<file path="src/rtl/oclib_ram_fifo.sv">
// Valid/ready FIFO on a simple dual-port RAM. A small prefetch buffer absorbs the
// RAM read latency, so the head word falls through and one push plus one pop can happen every cycle.

module oclib_ram1r1w #(
    parameter int    Width   = 32,
    parameter int    Depth   = 32,
    parameter int    Latency = 1,
    parameter string Macro   = "auto"
) (
    input  logic                     clock,
    input  logic                     write,
    input  logic [$clog2(Depth)-1:0] write_address,
    input  logic [Width-1:0]         write_data,
    input  logic                     read,
    input  logic [$clog2(Depth)-1:0] read_address,
    output logic [Width-1:0]         read_data
);
    logic [Width-1:0] raw_data;

    // NOTE: the storage array has no reset; a location is never read before it has been written.
    if (Macro == "flops") begin : g_flops
        (* ram_style = "registers" *) logic [Width-1:0] mem [Depth];
        always_ff @(posedge clock) begin
            if (write) mem[write_address] <= write_data;
        end
        assign raw_data = mem[read_address];
    end else begin : g_ram
        (* ram_style = "block" *) logic [Width-1:0] mem [Depth];
        always_ff @(posedge clock) begin
            if (write) mem[write_address] <= write_data;
        end
        assign raw_data = mem[read_address];
    end

    if (Latency == 0) begin : g_comb
        assign read_data = raw_data;
    end else begin : g_pipe
        logic [Width-1:0] pipe [Latency];
        always_ff @(posedge clock) begin
            if (read) pipe[0] <= raw_data;
            for (int i = 1; i < Latency; i++) pipe[i] <= pipe[i-1];
        end
        assign read_data = pipe[Latency-1];
    end
endmodule

module oclib_ram_fifo #(
    parameter int    Width      = 32,
    parameter int    Depth      = 32,
    parameter int    Latency    = 1,
    parameter string Macro      = "auto",
    parameter int    AlmostFull = Depth - 2
) (
    input  logic                               clock,
    input  logic                               reset,
    input  logic [Width-1:0]                   inData,
    input  logic                               inValid,
    output logic                               inReady,
    output logic [Width-1:0]                   outData,
    output logic                               outValid,
    input  logic                               outReady,
    output logic [$clog2(Depth+Latency+2)-1:0] count,
    output logic                               almostFull
);
    localparam int AW       = $clog2(Depth);
    localparam int CW       = $clog2(Depth + Latency + 2);
    localparam int BufDepth = Latency + 1;
    localparam int BW       = $clog2(BufDepth + 1);
    localparam int BI       = (BufDepth > 1) ? $clog2(BufDepth) : 1;

    localparam logic [AW:0]   FullLevel = (AW+1)'(Depth);
    localparam logic [AW:0]   AfLevel   = (AW+1)'(AlmostFull);
    localparam logic [BI-1:0] BufLast   = BI'(BufDepth - 1);
    localparam logic [BW-1:0] BufFull   = BW'(BufDepth);
    localparam logic [CW-1:0] BufSlots  = CW'(BufDepth);
    localparam logic [CW-1:0] MaxCount  = CW'(Depth + Latency + 1);

    logic [AW-1:0]    wr_ptr, rd_ptr;
    logic [AW:0]      ram_count, ram_count_next, readable;
    logic             push, pop, push_d, read_issue, returning;
    logic [CW-1:0]    inflight_cnt, pending;
    logic [BW-1:0]    buf_occ;
    logic [BI-1:0]    buf_wr, buf_rd;
    logic [Width-1:0] buffer [BufDepth];
    logic [Width-1:0] read_data;

    assign push     = inValid & inReady;
    assign outValid = (buf_occ != '0);
    assign pop      = outValid & outReady;

    // A word written on the previous edge is not yet safe to read from the RAM.
    assign readable       = ram_count - (AW+1)'(push_d);
    assign pending        = CW'(buf_occ) + inflight_cnt - CW'(pop);
    assign read_issue     = (readable != '0) && (pending < BufSlots);
    assign ram_count_next = ram_count + (AW+1)'(push) - (AW+1)'(read_issue);

    assign outData    = buffer[buf_rd];
    assign count      = CW'(ram_count) + inflight_cnt + CW'(buf_occ);
    assign almostFull = (ram_count >= AfLevel);

    oclib_ram1r1w #(
        .Width   (Width),
        .Depth   (Depth),
        .Latency (Latency),
        .Macro   (Macro)
    ) u_ram (
        .clock         (clock),
        .write         (push),
        .write_address (wr_ptr),
        .write_data    (inData),
        .read          (read_issue),
        .read_address  (rd_ptr),
        .read_data     (read_data)
    );

    // Zero-latency RAM data is captured into the buffer on the very edge the read issues.
    if (Latency == 0) begin : g_no_flight
        assign returning    = read_issue;
        assign inflight_cnt = '0;
    end else begin : g_flight
        logic [Latency-1:0] inflight;
        always_ff @(posedge clock) begin
            if (reset) inflight <= '0;
            else       inflight <= (inflight << 1) | Latency'(read_issue);
        end
        assign returning    = inflight[Latency-1];
        assign inflight_cnt = CW'($countones(inflight));
    end

    // NOTE: sequential state uses non-blocking assignments so every register samples pre-edge values.
    always_ff @(posedge clock) begin
        if (reset) begin
            wr_ptr    <= '0;
            rd_ptr    <= '0;
            ram_count <= '0;
            push_d    <= 1'b0;
            buf_occ   <= '0;
            buf_wr    <= '0;
            buf_rd    <= '0;
            inReady   <= 1'b0;
        end else begin
            if (push)       wr_ptr <= wr_ptr + 1'b1;
            if (read_issue) rd_ptr <= rd_ptr + 1'b1;
            if (returning)  buf_wr <= (buf_wr == BufLast) ? '0 : buf_wr + 1'b1;
            if (pop)        buf_rd <= (buf_rd == BufLast) ? '0 : buf_rd + 1'b1;
            ram_count <= ram_count_next;
            push_d    <= push;
            buf_occ   <= buf_occ + BW'(returning) - BW'(pop);
            inReady   <= (ram_count_next < FullLevel);
        end
    end

    always_ff @(posedge clock) begin
        if (returning) buffer[buf_wr] <= read_data;
    end

`ifndef SYNTHESIS
    always @(posedge clock) begin
        if (!reset) begin
            assert (!(returning && !pop && buf_occ == BufFull))
                else $error("oclib_ram_fifo: prefetch buffer overflow");
            assert (count <= MaxCount)
                else $error("oclib_ram_fifo: count out of range");
        end
    end
`endif
endmodule
</file>
<file path="config.mk">
export PLATFORM = sky130hd
export DESIGN_NAME = oclib_ram_fifo
export DESIGN_NICKNAME = d
export VERILOG_FILES = /design/src/rtl/oclib_ram_fifo.sv
export SDC_FILE = /design/constraint.sdc
export NUM_CORES = 1
export LEC_CHECK = 0
export BUFFER_PORTS_ARGS = -buffer_cell sky130_fd_sc_hd__buf_2
export CORE_MARGIN = 2
export CORE_UTILIZATION = 60
export DETAILED_ROUTE_END_ITERATION = 10
export GPL_TIMING_DRIVEN = 1
export PLACE_DENSITY = 0.8
export SYNTH_ARGS = -nofsm -noshare
export SYNTH_HDL_FRONTEND = slang
export SYNTH_SLANG_ARGS = --single-unit
</file>
<file path="constraint.sdc">
create_clock -name clock -period 8.1 [get_ports clock]
set_input_delay 1.62 -clock clock [delete_from_list [all_inputs] [get_ports clock]]
set_output_delay 1.62 -clock clock [all_outputs]
set_load 0.02 [all_outputs]
</file>
**Word level (Yosys, flattened, before mapping)**

Memory sizes are Yosys's and may differ from the RTL's. A register that Yosys moved wholly into a read port is not among the register bits.
Index checks and enable logic that the tools add are counted.

- Bits in registers: 23
- RAM bits: 1,120
- Input port bits: 36
- Output and inout port bits: 41
- Word-level logic and storage cells: 45
- Memories: 3

Memories:

| name | depth | width | rd ports | clocked after memory_dff | wr ports | line | RTL |
|---|---|---|---|---|---|---|---|
| u_ram.g_ram.mem | 32 | 32 | 1 | 1 | 1 | 28 | `(* ram_style = "block" *) logic [Width-1:0] mem [Depth];` |
| buffer | 2 | 32 | 1 | 1 | 1 | 84 | `logic [Width-1:0] buffer [BufDepth];` |
| u_ram.g_pipe.pipe | 1 | 32 | 1 | 0 | 1 | 38 | `logic [Width-1:0] pipe [Latency];` |

- $add $sub $neg: 13
- Magnitude comparators: 3
- Multiplexer cells: 12
- Bitwise operators: 2
- Reductions and logical operators: 3

Operators by type and width:

| kind | number |
|---|---|
| $add A6 B1 Y6 | 2 |
| $sub A6 B1 Y6 | 2 |
| $add A5 B1 Y5 const B | 2 |
| $mux W1 | 10 |
| $mux W5 | 2 |
| $add A6 B2 Y6 | 1 |
| $ge A6 B5 Y1 const B | 1 |
| $lt A6 B2 Y1 const B | 1 |
| $lt A6 B6 Y1 const B | 1 |
| $reduce_bool A6 Y1 | 1 |
| $sub A3 B1 Y4 | 1 |
| $add A2 B1 Y3 | 1 |
| $add A1 B1 Y1 const B | 2 |
| $add A2 B1 Y2 | 1 |
| $and A1 B1 Y1 | 2 |
| $reduce_bool A2 Y1 | 1 |
| $sub A2 B1 Y2 | 1 |
| $logic_and A1 B1 Y1 | 1 |

**Logic depth before layout (Yosys ltp)**

- Depth in word-level cells: 7
- Depth in mapped cells: 20
- Depth with buffers taken out: 20

**Hierarchy**

Synthesis repeated with hierarchy kept, for this count alone.

- Cells, all modules: 2,533
- Area, all modules: 44,684.1 µm²

Modules (own cells, without submodules):

| module | instances | cells an instance | area an instance (µm²) | seq. area each (µm²) |
|---|---|---|---|---|
| oclib_ram1r1w | 1 | 2,260 | 40,807.9 | 31,710.4 |
| oclib_ram_fifo | 1 | 273 | 3,876.2 | 2,402.3 |

**Worst setup path after synthesis**

No wires, ideal clock.

- Path type: input to register
- Start point: input port outReady
- End point: register inReady
- Setup time: 62 ps
- Arrival time: 6,851 ps
- Data required time: 8,038 ps
- Path slack: 1,187 ps
- Stages: 17
- Path buffers: 0
- Cell sequence: and2_1 -> ha_1 -> inv_1 -> ha_1 -> inv_1 -> fa_1 -> xor2_1 -> a211oi_1 -> a21boi_1 -> ha_1 -> inv_1 -> ha_1 -> a21oi_1 -> o21bai_1 -> a21oi_1 -> or4b_2 -> nand3_1

- Cells in the longest elaborated chain, start to end: 6

RTL lines:

| item | line | RTL |
|---|---|---|
| start, declared | 61 | `input logic outReady,` |
| $and A1 B1 Y1 | 89 | `assign pop = outValid & outReady;` |
| $sub A3 B1 Y4 | 93 | `assign pending = CW'(buf_occ) + inflight_cnt - CW'(pop);` |
| $lt A6 B2 Y1 | 94 | `assign read_issue = (readable != '0) && (pending < BufSlots);` |
| $logic_and A1 B1 Y1 | 94 |  |
| net read_issue | 80 | `logic push, pop, push_d, read_issue, returning;` |
| $sub A6 B1 Y6 | 95 | `assign ram_count_next = ram_count + (AW+1)'(push) - (AW+1)'(read_issue);` |
| $lt A6 B6 Y1 | 149 | `inReady <= (ram_count_next < FullLevel);` |
| end signal, assigned | 149 |  |
| end, declared | 58 | `output logic inReady,` |

The timed path passes the listed nets, and every way through them passes these cells.
A chain may end at the register's enable or synchronous reset.

**Worst setup path after layout**

- Start point: input port outReady
- End point: register inReady

- Cells in the longest elaborated chain, start to end: 6

RTL lines:

| item | line |
|---|---|
| $and A1 B1 Y1 | 89 |
| net pop | 80 |
| $sub A3 B1 Y4 | 93 |
| $lt A6 B2 Y1 | 94 |
| $logic_and A1 B1 Y1 | 94 |
| net read_issue | 80 |
| $sub A6 B1 Y6 | 95 |
| $lt A6 B6 Y1 | 149 |

The timed path passes the listed nets, and every way through them passes these cells.

==> results.yml <==
run_status:
  status: "finished, final reports clean"
clock_network:
  postCtsHoldBufs: 0
  clkTransAtPathRegs_ns: 0.06
  numCtsBuffers: 107
  cts_tree: "built"
  cts-root-buf: "clkbuf_16"
  htreeDepth: 3
  clockBufferDepth: 3
  cts_resized: 0
  cts_setup_buffers: 0
  cts.sinks: 1149
  worstSkewPairLatency_ns: 0.67
floorplanning:
  dieWidth_um: 274
  num_io_pins: 77
  start_util_pct: 60.4
  core_mm2: 0.0727
  die-area_mm2: 0.0753
  core.rowCount: 99
  die_height_um: 274
route:
  top_layer_used: "met4"
  wl_met1_um: 37000
  wl_met3_um: 9280
  drc: 0
  vias: 20579
  avgRoutedWirePerCell_um: 34.7
  viasPerCell: 6.84
  wl_met2_um: 54100
  ant_nets: 0
  dr.pass1.iters: 5
  drt_iter0_drc: 2823
  drt-total-wl_um: 104000
yosys:
  yosys.area_share.simple_pct: 1.07
  synth_top_area_share_pct: 76.6
  synthAdderAreaFrac_pct: 0.895
  synth_area_leaders: "edfxtp_1 (77%), mux4_2 (16%), mux2_2 (1.7%)"
  synth.most_common_cell: "edfxtp_1"
  yosys-top-cells-count: "edfxtp_1 (1120), mux4_2 (320), mux2_2 (68)"
  syn_area_per_cell_um2: 24.2
  synth_compound_area_share_pct: 0.336
  synthMuxAreaShare_pct: 18.2
  synth_area_leader_cell: "edfxtp_1"
  synth-edff-count: 1120
  synth.cell_area_mm2: 0.0439
  ys_ff_latch: 1149
  synth-seq-area-share_pct: 77.9
  postSynthCellCount: 1816
  async_reset_ff_share_pct: 0
  syn-num-nets: 1881
  synth-warning-count: 0
  synth-xor-area-share_pct: 0.299
  synth_cell_types: 44
  synth_flop_cell: "edfxtp_1"
  synth_top_family_by_area: "multiplexers"
timing:
  finalSetupViolCount: 0
  tightest_slew_ns: 1.19
  rsz0062_at_grt: "no"
  fin_ws_ns: 3.19
  slew_headroom_pct: 20.5
  max_freq_mhz: 204
  period_needed_ns: 4.91
  whs_ns: 0.448
  hold_viol: 0
  clock_skew_ns: 0.0217
  setup_tns_ns: 0
  finalCritPeriodShare_pct: 60.6
  slew_violations: 0
placed_design:
  place_inst: 2808
  hpwl_um: 47800
  port_buffers: 76
  place_ws_ns: 2.59
  gp_congestion: 0.764
power:
  leakagePower_nw: 15.2
  ir_drop_uv: 255
  power_density_mw_per_mm2: 301
grt:
  grt_pass1_vias: 21368
  track_usage_pct: 28.4
  antenna_found_initial: 2
  gr-total-overflow: 0
  grt_max_degree: 164
  grt_first_pass_wirelength_um: 150000
critical_path:
  crit_top_cell: "ha_1"
  crit_arrival_ns: 5.53
  cp_slowest_stage_delay_ns: 0.64
  worst_setup_path_start_kind: "input pin"
  crit_chain: "buf_2 > and2_1 > ha_1 > inv_1 > ha_1 > inv_1 > fa_1 > xor2_1 > a211oi_1 > a21boi_4 > ha_1 > inv_1 > ha_1 > a21oi_1 > o21bai_1 > a21oi_1 > or4b_2 > nand3_1"
  timing.critical_path.buf_inv: 4
  crit_fanout: 5
  required_ns: 8.72
  crit_path_end_kind: "flop"
  critPathTopFamily: "adder cells"
  crit_slowest_cell: "or4b_2"
  critPathKind: "input pin to flop"
final_layout:
  final_layout_size_suffix_gt1_share_pct: 35.0
  area_growth_pct: 12.3
  fin_cells: 3009
  nets: 2023
job:
  max-cap-violations: 0
min_path:
  worstHoldPathType: "flop to flop"
[cell type report]
class,count,area (um^2)
sequential,1149,34200
clock inverter,73,806
clock buffer,126,2810
inverter,25,93.8
tap,959,1200
antenna,2,5.00
timing repair buffer,119,728
multi-input combinational,556,9400
fill,4063,23400
[through the flow]
| stage | util (%) | power [W] | area (um^2) |
|---|---|---|---|
| floorplan | - | 0.00901 | 43900 |
| global placement | 62.8 | 0.00960 | 45600 |
| CTS | 67.8 | 0.0149 | 49300 |
| detailed placement | 62.8 | 0.00969 | 45600 |
| global route | 67.8 | 0.0153 | 49300 |
| finish | 67.8 | 0.0148 | 49300 |
[placed cells by master (no fill, tap or decap), drive strengths merged, types with 2 or more instances in the layout]
| cell type | instances |
|---|---|
| a211oi | 2 |
| a21boi | 2 |
| a21oi | 6 |
| a31oi | 2 |
| and2 | 4 |
| and4 | 2 |
| buf | 119 |
| bufinv | 16 |
| clkbuf | 126 |
| clkinv | 46 |
| clkinvlp | 8 |
| dfxtp | 29 |
| diode | 2 |
| edfxtp | 1120 |
| fa | 4 |
| ha | 25 |
| inv | 28 |
| mux2 | 68 |
| mux2i | 2 |
| mux4 | 320 |
| nand2 | 17 |
| nand3 | 4 |
| nand3b | 2 |
| nand4 | 4 |
| nor2 | 51 |
| nor2b | 6 |
| nor3 | 3 |
| o21bai | 2 |
| or3b | 2 |
| xnor2 | 11 |
| xor2 | 4 |
[layer usage]
metal,up-vias,GRT usage (%)
met3,249,5.27
met5,-,0
li1,7992,-
met2,1430,47.7
met1,10908,37.2
met4,0,11.7
[cell families (layout without fill, tap and decap cells)]
family,Yosys count,count (layout)
other cells,0,2
xor+xnor,15,15
compound gates,21,21
simple gates,101,101
buf+inv,111,343
flops,1149,1149
mux,390,390
fa+ha+maj,29,29
[power by group]
| group | total (W) | internal (W) | switching [W] |
|---|---|---|---|
| registers | 0.00713 | 0.00690 | 0.000224 |
| clock network | 0.00518 | 0.00300 | 0.00218 |
| logic | 0.00252 | 0.00118 | 0.00135 |
| total | 0.0148 | 0.0111 | 0.00375 |
[flip-flops by register name, summed over array words and instances (netlist names), named ones only]
name and flops:
buf_wr 1, wr_ptr 5, push_d 1, u_ram.g_pipe.pipe 32, rd_ptr 5, g_flight.inflight 1
buf_rd 1, inReady 1, ram_count 6, buffer 64, u_ram.g_ram.mem 1024, buf_occ 2
[final timing paths]
kind | start | end | slack, ns | depth (start not counted)
max | outReady | inReady$_SDFF_PP0_ | 3.19 | 18
min | u_ram.g_pipe.pipe[0][1]$_DFFE_PN_ | buffer[1][1]$_DFFE_PP_ | 0.45 | 0
max reg2reg | buf_occ[1]$_SDFF_PP0_ | inReady$_SDFF_PP0_ | 3.59 | 19
min reg2reg | u_ram.g_pipe.pipe[0][1]$_DFFE_PN_ | buffer[1][1]$_DFFE_PP_ | 0.45 | 0
[worst register-to-register path: stages (launching register included)]
cell and delay, ns:
dfxtp_1 0.46, inv_1 0.13, nand2_1 0.09, and2_1 0.17, ha_1 0.24, inv_1 0.06
ha_1 0.16, inv_1 0.06, fa_1 0.40, xor2_1 0.15, a211oi_1 0.54, a21boi_4 0.28
ha_1 0.20, inv_1 0.06, ha_1 0.27, a21oi_1 0.06, o21bai_1 0.21, a21oi_1 0.17
or4b_2 0.64, nand3_1 0.09
No activity file was read; power rests on OpenSTA's default activity.
